$ cat config.mk
export PLATFORM = sky130hd
export DESIGN_NAME = gate_scan_sequencer
export DESIGN_NICKNAME = d
export VERILOG_FILES = /design/src/rtl/gate_scan_sequencer.sv
export SDC_FILE = /design/constraint.sdc
export NUM_CORES = 1
export LEC_CHECK = 0
export ABC_CLOCK_PERIOD_IN_PS = 1600
export CAP_MARGIN = 20
export CELL_PAD_IN_SITES_DETAIL_PLACEMENT = 1
export CELL_PAD_IN_SITES_GLOBAL_PLACEMENT = 1
export CORE_UTILIZATION = 30
export CTS_BUF_LIST = sky130_fd_sc_hd__clkbuf_8
export CTS_CLUSTER_SIZE = 14
export DETAILED_ROUTE_END_ITERATION = 6
export PLACE_DENSITY = 0.59
export REMOVE_ABC_BUFFERS = 1
export SYNTH_ARGS = -nofsm -noshare
export SYNTH_HDL_FRONTEND = slang
export SYNTH_SLANG_ARGS = --single-unit
$ cat constraint.sdc
create_clock -name clk -period 1.6 [get_ports clk]
set_input_delay 0.32 -clock clk [delete_from_list [all_inputs] [get_ports clk]]
set_output_delay 0.32 -clock clk [all_outputs]
set_load 0.005 [all_outputs]
$ cat src/rtl/gate_scan_sequencer.sv
`timescale 1ns/1ps
// Self-test sequencer for the 2-input universal-gate unit: walks {a,b} through
// 00..11, captures NAND/NOR truth tables and flags pass/fail.
// Optional: define GATE_SCAN_ERR_CNT_EN to add a saturating failed-scan counter (err_cnt).
//
// state    | meaning
// ---------+-----------------------------------------------------------
// ST_IDLE  | waiting for start; a=b=0, busy=0
// ST_DRIVE | holding {a,b}=index for SETTLE_CYCLES, capturing at the end
// ST_DONE  | one-cycle done pulse, pass/tables valid
module gate_scan_sequencer #(
    parameter int SETTLE_CYCLES = 1
) (
    input  logic       clk,
    input  logic       rst,
    input  logic       start,
    input  logic       g_nand,
    input  logic       g_nor,
    output logic       a,
    output logic       b,
    output logic       busy,
    output logic       done,
    output logic       pass,
    output logic [3:0] nand_tt,
    output logic [3:0] nor_tt
`ifdef GATE_SCAN_ERR_CNT_EN
    ,
    output logic [7:0] err_cnt
`endif
);

    generate
        if (SETTLE_CYCLES < 1 || SETTLE_CYCLES > 15) begin : g_bad_settle
            $error("gate_scan_sequencer: SETTLE_CYCLES must be in 1..15");
        end
    endgenerate

    typedef enum logic [1:0] {
        ST_IDLE  = 2'd0,
        ST_DRIVE = 2'd1,
        ST_DONE  = 2'd2
    } state_t;

    localparam logic [3:0] SETTLE_LAST = 4'(SETTLE_CYCLES - 1);
    localparam logic [3:0] NAND_EXP    = 4'b0111;
    localparam logic [3:0] NOR_EXP     = 4'b0001;

    state_t     state;
    logic [3:0] settle_cnt;
    logic [1:0] index;
    logic       settle_hit;
    logic       last_index;
    logic [3:0] nand_next;
    logic [3:0] nor_next;
    logic       scan_ok;

    assign settle_hit = (settle_cnt == SETTLE_LAST);
    assign last_index = (index == 2'd3);

    // Tables as they will look after this edge's capture; pass must see bit 3.
    always_comb begin
        nand_next        = nand_tt;
        nor_next         = nor_tt;
        nand_next[index] = g_nand;
        nor_next[index]  = g_nor;
    end

    assign scan_ok = (nand_next == NAND_EXP) && (nor_next == NOR_EXP);

    always_ff @(posedge clk or posedge rst) begin
        if (rst) begin
            state      <= ST_IDLE;
            settle_cnt <= 4'd0;
            index      <= 2'd0;
            a          <= 1'b0;
            b          <= 1'b0;
            busy       <= 1'b0;
            done       <= 1'b0;
            pass       <= 1'b0;
            nand_tt    <= 4'd0;
            nor_tt     <= 4'd0;
`ifdef GATE_SCAN_ERR_CNT_EN
            err_cnt    <= 8'd0;
`endif
        end else begin
            case (state)
                ST_IDLE: begin
                    a    <= 1'b0;
                    b    <= 1'b0;
                    done <= 1'b0;
                    busy <= 1'b0;
                    if (start) begin
                        state      <= ST_DRIVE;
                        busy       <= 1'b1;
                        index      <= 2'd0;
                        settle_cnt <= 4'd0;
                        nand_tt    <= 4'd0;
                        nor_tt     <= 4'd0;
                    end
                end

                ST_DRIVE: begin
                    if (settle_hit) begin
                        nand_tt    <= nand_next;
                        nor_tt     <= nor_next;
                        settle_cnt <= 4'd0;
                        if (last_index) begin
                            state <= ST_DONE;
                            busy  <= 1'b0;
                            done  <= 1'b1;
                            a     <= 1'b0;
                            b     <= 1'b0;
                            pass  <= scan_ok;
`ifdef GATE_SCAN_ERR_CNT_EN
                            if (!scan_ok && err_cnt != 8'hFF) begin
                                err_cnt <= err_cnt + 8'd1;
                            end
`endif
                        end else begin
                            index  <= index + 2'd1;
                            {a, b} <= index + 2'd1;
                        end
                    end else begin
                        settle_cnt <= settle_cnt + 4'd1;
                    end
                end

                ST_DONE: begin
                    state <= ST_IDLE;
                    done  <= 1'b0;
                    busy  <= 1'b0;
                    a     <= 1'b0;
                    b     <= 1'b0;
                end

                default: begin
                    state <= ST_IDLE;
                    done  <= 1'b0;
                    busy  <= 1'b0;
                    a     <= 1'b0;
                    b     <= 1'b0;
                end
            endcase
        end
    end

endmodule

==> impl_metrics.prom <==
# TYPE chip_impl_metric gauge
chip_impl_info{name="run_status",value="finished with violations"} 1
chip_impl_metric{name="final_period_minus_worst_setup_slack",unit="ps"} 1710
chip_impl_metric{name="tightest_slew",unit="ps"} 336
chip_impl_metric{name="hold_buffers",unit=""} 0
chip_impl_metric{name="numCtsBuffers",unit=""} 3
chip_impl_metric{name="global_route_wire_length_before_repair",unit="mm"} 4.64
chip_impl_metric{name="synth_warn",unit=""} 0
chip_impl_info{name="root_buffer",value="sky130_fd_sc_hd__clkbuf_8"} 1
chip_impl_info{name="timing.setup.critical_path_class",value="reg -> reg"} 1
chip_impl_metric{name="pwr_density_cell",unit="mW/mm2"} 1820
chip_impl_metric{name="place_congestion",unit=""} 0.770
chip_impl_metric{name="die_width",unit="um"} 61.6
chip_impl_metric{name="timing.reg2reg.setup_slack",unit="ps"} -110
chip_impl_metric{name="clk_skew",unit="ps"} 2.67
chip_impl_metric{name="seq_area_frac_synth",unit="%"} 49.4
chip_impl_metric{name="synthToLayoutAreaGrowth",unit="%"} 42.9
chip_impl_metric{name="setup_violations",unit=""} 11
chip_impl_metric{name="post-route-drc-count",unit=""} 0
chip_impl_metric{name="gr-usage-all-layers",unit="%"} 17.3
chip_impl_metric{name="leakage",unit="nW"} 0.672
chip_impl_metric{name="cp_max_fo",unit=""} 5
chip_impl_metric{name="drtIter0Drc",unit=""} 16
chip_impl_metric{name="vias",unit=""} 949
chip_impl_info{name="worst_hold_path_type",value="in -> async"} 1
chip_impl_info{name="worst_setup_path_end_kind",value="flop"} 1
chip_impl_metric{name="layout_setup_ws",unit="ps"} -115
chip_impl_info{name="violated_checks",value="setup timing"} 1
chip_impl_metric{name="syn-instance-count",unit=""} 99
chip_impl_metric{name="insertion_delay",unit="ps"} 260
chip_impl_metric{name="routed_wl",unit="mm"} 2.83
chip_impl_metric{name="mappedNetlistArea",unit="mm2"} 0.00106
chip_impl_metric{name="multi_input_area",unit="um2"} 532
chip_impl_metric{name="timing.critical_path.slowest_cell_delay",unit="ps"} 430
chip_impl_info{name="worst_path_max_delay_cell",value="sky130_fd_sc_hd__or4_4"} 1
chip_impl_metric{name="placement_rows",unit=""} 21
chip_impl_metric{name="ys_seq_elements",unit=""} 21
chip_impl_info{name="synth_top_flop_cell",value="sky130_fd_sc_hd__dfrtp_1"} 1
chip_impl_metric{name="drt_pre_antenna_iters",unit=""} 4
chip_impl_metric{name="fillCellCount",unit=""} 396
chip_impl_metric{name="grt_pass1_vias",unit=""} 976
chip_impl_info{name="worstPathCellList",value="inv_1, ha_2, or3b_4, or4_4, nand2_2, a22o_1"} 1
chip_impl_metric{name="critical_path_arrival",unit="ps"} 1920
chip_impl_metric{name="post_layout_nonfiller_instances",unit=""} 185
chip_impl_metric{name="antenna_found_initial",unit=""} 0
chip_impl_info{name="yosys-top-cells-area",value="sky130_fd_sc_hd__dfrtp_1 (49%), sky130_fd_sc_hd__ha_1 (7.1%), sky130_fd_sc_hd__a32o_1 (6.6%)"} 1
chip_impl_metric{name="area_share_of_the_largest_cell_type_after_synthesis",unit="%"} 49.4
chip_impl_metric{name="detail_route.wl_per_cell",unit="um"} 15.3
chip_impl_metric{name="hold_slack",unit="ps"} 394
chip_impl_metric{name="cap_violations",unit=""} 0
chip_impl_metric{name="maximum_vdd_drop",unit="mV"} 0.574
chip_impl_metric{name="numClockSinks",unit=""} 21
chip_impl_metric{name="seqCellArea",unit="um2"} 526
chip_impl_metric{name="synth_enable_flop_cells",unit=""} 0
chip_impl_metric{name="placedCellCount",unit=""} 178
chip_impl_info{name="worst_setup_path_startpoint",value="settle_cnt[0]"} 1
chip_impl_metric{name="max_slew_margin",unit="%"} 77.5
chip_impl_metric{name="htree_num_levels",unit=""} 1
chip_impl_metric{name="post_synth_num_cell_types",unit=""} 31
chip_impl_info{name="synth.cells.most_frequent",value="sky130_fd_sc_hd__dfrtp_1 (21), sky130_fd_sc_hd__o21ai_0 (8), sky130_fd_sc_hd__a21oi_1 (7), sky130_fd_sc_hd__a32o_1 (7), sky130_fd_sc_hd__inv_1 (7)"} 1
chip_impl_metric{name="worst_ep_required_time",unit="ps"} 1800
chip_impl_metric{name="layout_cells_sized_above_1",unit="%"} 24.5
chip_impl_metric{name="io-pin-count",unit=""} 18
chip_impl_metric{name="report.final.slew_viol_count",unit=""} 0
chip_impl_metric{name="antenna_cells_inserted",unit=""} 0
chip_impl_metric{name="maximum_number_of_pins_on_one_net_before_global_route_repair",unit=""} 22
chip_impl_info{name="tritoncts",value="done"} 1
chip_impl_metric{name="die_area",unit="mm2"} 0.00379
chip_impl_info{name="synth_most_common_cell",value="sky130_fd_sc_hd__dfrtp_1"} 1
chip_impl_info{name="worst_setup_path_start_kind",value="flop"} 1
chip_impl_metric{name="timing.fmax",unit="MHz"} 583
chip_impl_metric{name="start_util",unit="%"} 31.7
chip_impl_metric{name="report.final.hold_viol_count",unit=""} 0
chip_impl_metric{name="final_net_count",unit=""} 151
chip_impl_metric{name="design.core.area",unit="mm2"} 0.00336
chip_impl_metric{name="cts_buffer_depth",unit=""} 2
chip_impl_info{name="crit-reg2reg-capture",value="index[0]"} 1
chip_impl_info{name="synth.largest_area_cell",value="sky130_fd_sc_hd__dfrtp_1"} 1
chip_impl_metric{name="hpwlAfterDp",unit="mm"} 2.05
chip_impl_metric{name="fp.dieH",unit="um"} 61.6
chip_impl_metric{name="post_drt_via_cell_ratio",unit=""} 5.13
chip_impl_info{name="rsz0062_at_grt",value="yes"} 1
chip_impl_metric{name="timing.final.crit_share",unit="%"} 107
chip_impl_metric{name="detailedPlace.worstSlack",unit="ps"} -142
chip_impl_metric{name="path_clk_slew",unit="ps"} 80
chip_impl_metric{name="io_buffer_count",unit=""} 17
chip_impl_metric{name="ant_nets",unit=""} 0
chip_impl_metric{name="globalRoute.totalOverflow",unit=""} 0
chip_impl_info{name="critical_path.reg2reg.startpoint",value="settle_cnt[0]"} 1
chip_impl_metric{name="synthArstFlopShare",unit="%"} 100
chip_impl_metric{name="reg2reg_depth",unit=""} 6
chip_impl_metric{name="avgSynthCellArea",unit="um2"} 10.8
chip_impl_metric{name="fin_util",unit="%"} 45.2
[critical path, delay by kind of cell (launching register included)]
kind	cells	cell delay (ps)
flip-flops	1	380
AND/OR/NAND/NOR	3	920
AO/OA/AOI/OAI	1	120
buffers and inverters	1	70
adder cells (fa/ha/maj)	1	180
[metrics by stage]
stage | total power [mW] | instance area, um2 | setup TNS, ps
floorplan | 1.60 | 1050 | -337
global placement | 2.26 | 1410 | -831
detailed placement | 2.30 | 1410 | -1330
CTS | 2.71 | 1480 | -506
global route | 2.99 | 1520 | -1700
finish | 2.76 | 1520 | -612
[what timing repair did]
item | 4_1_cts | 5_1_grt
resized for setup | 5 | 6
setup endpoints to repair | 14 | 16
pin swaps | 2 | 3
setup buffers | 1 | 2
[power by group]
part,total [mW],switching [mW],internal [mW]
combinational,1.49,0.640,0.847
sequential,0.925,0.175,0.749
clock,0.350,0.179,0.171
total,2.76,0.994,1.77
[worst max path at each step]
stage / endpoint / slack [ps] / cells after the start
CTS: index[0] / -100 / 6
detailed placement: index[0] / -140 / 6
floorplan: pass / -200 / 5
global placement: pass / -90 / 5
global route: index[0] / -190 / 6
finish: index[0] / -110 / 6
[per-layer routing]
metal / vias up / share of wire (%) / track usage, %
li1: 447 / - / -
met1: 487 / 48 / 23.6
met2: 13 / 49 / 27.6
met3: 2 / 2.2 / 2.52
met4: 0 / 0.74 / 6.67
met5: - / 0 / 0
[kinds of logic (layout without fill, tap and decap cells)]
group	count (synthesis)	after routing	synth area share, %
AOI/OAI and AO/OA	34	34	22.7
and+or+nand+nor	27	27	15.0
DFF	21	21	49.4
buffers and inverters	9	49	3.88
adders and majority gates	6	6	7.05
muxes	2	2	2.00
[final cells by class]
class	count	area share, %
Inverter	7	1.73
Multi-Input combinational cell	69	35.0
Timing Repair Buffer	38	22.0
Clock buffer	3	2.71
Clock inverter	1	0.247
Sequential cell	21	34.5
Tap cell	46	3.78
[layout by cell type, fill, tap and decap left out, types with 2 or more instances in the layout]
cell                              instances
sky130_fd_sc_hd__a21oi_1                  6
sky130_fd_sc_hd__a22o_1                   4
sky130_fd_sc_hd__a32o_1                   7
sky130_fd_sc_hd__buf_4                   19
sky130_fd_sc_hd__buf_6                    2
sky130_fd_sc_hd__clkbuf_8                 3
sky130_fd_sc_hd__clkdlybuf4s50_1         17
sky130_fd_sc_hd__dfrtp_1                 21
sky130_fd_sc_hd__ha_1                     5
sky130_fd_sc_hd__inv_1                    8
sky130_fd_sc_hd__nand2_1                  5
sky130_fd_sc_hd__nand2b_1                 3
sky130_fd_sc_hd__nor2_1                   4
sky130_fd_sc_hd__nor2b_1                  2
sky130_fd_sc_hd__nor3_1                   2
sky130_fd_sc_hd__o21ai_0                  8
sky130_fd_sc_hd__o31ai_1                  2
[flip-flops by register name (all words and copies together), names as in the netlist]
name,cells
nand_tt,4
nor_tt,4
settle_cnt,4
index,2
state,2
a,1
b,1
busy,1
done,1
pass,1
Power figures use the tool's default switching activity.
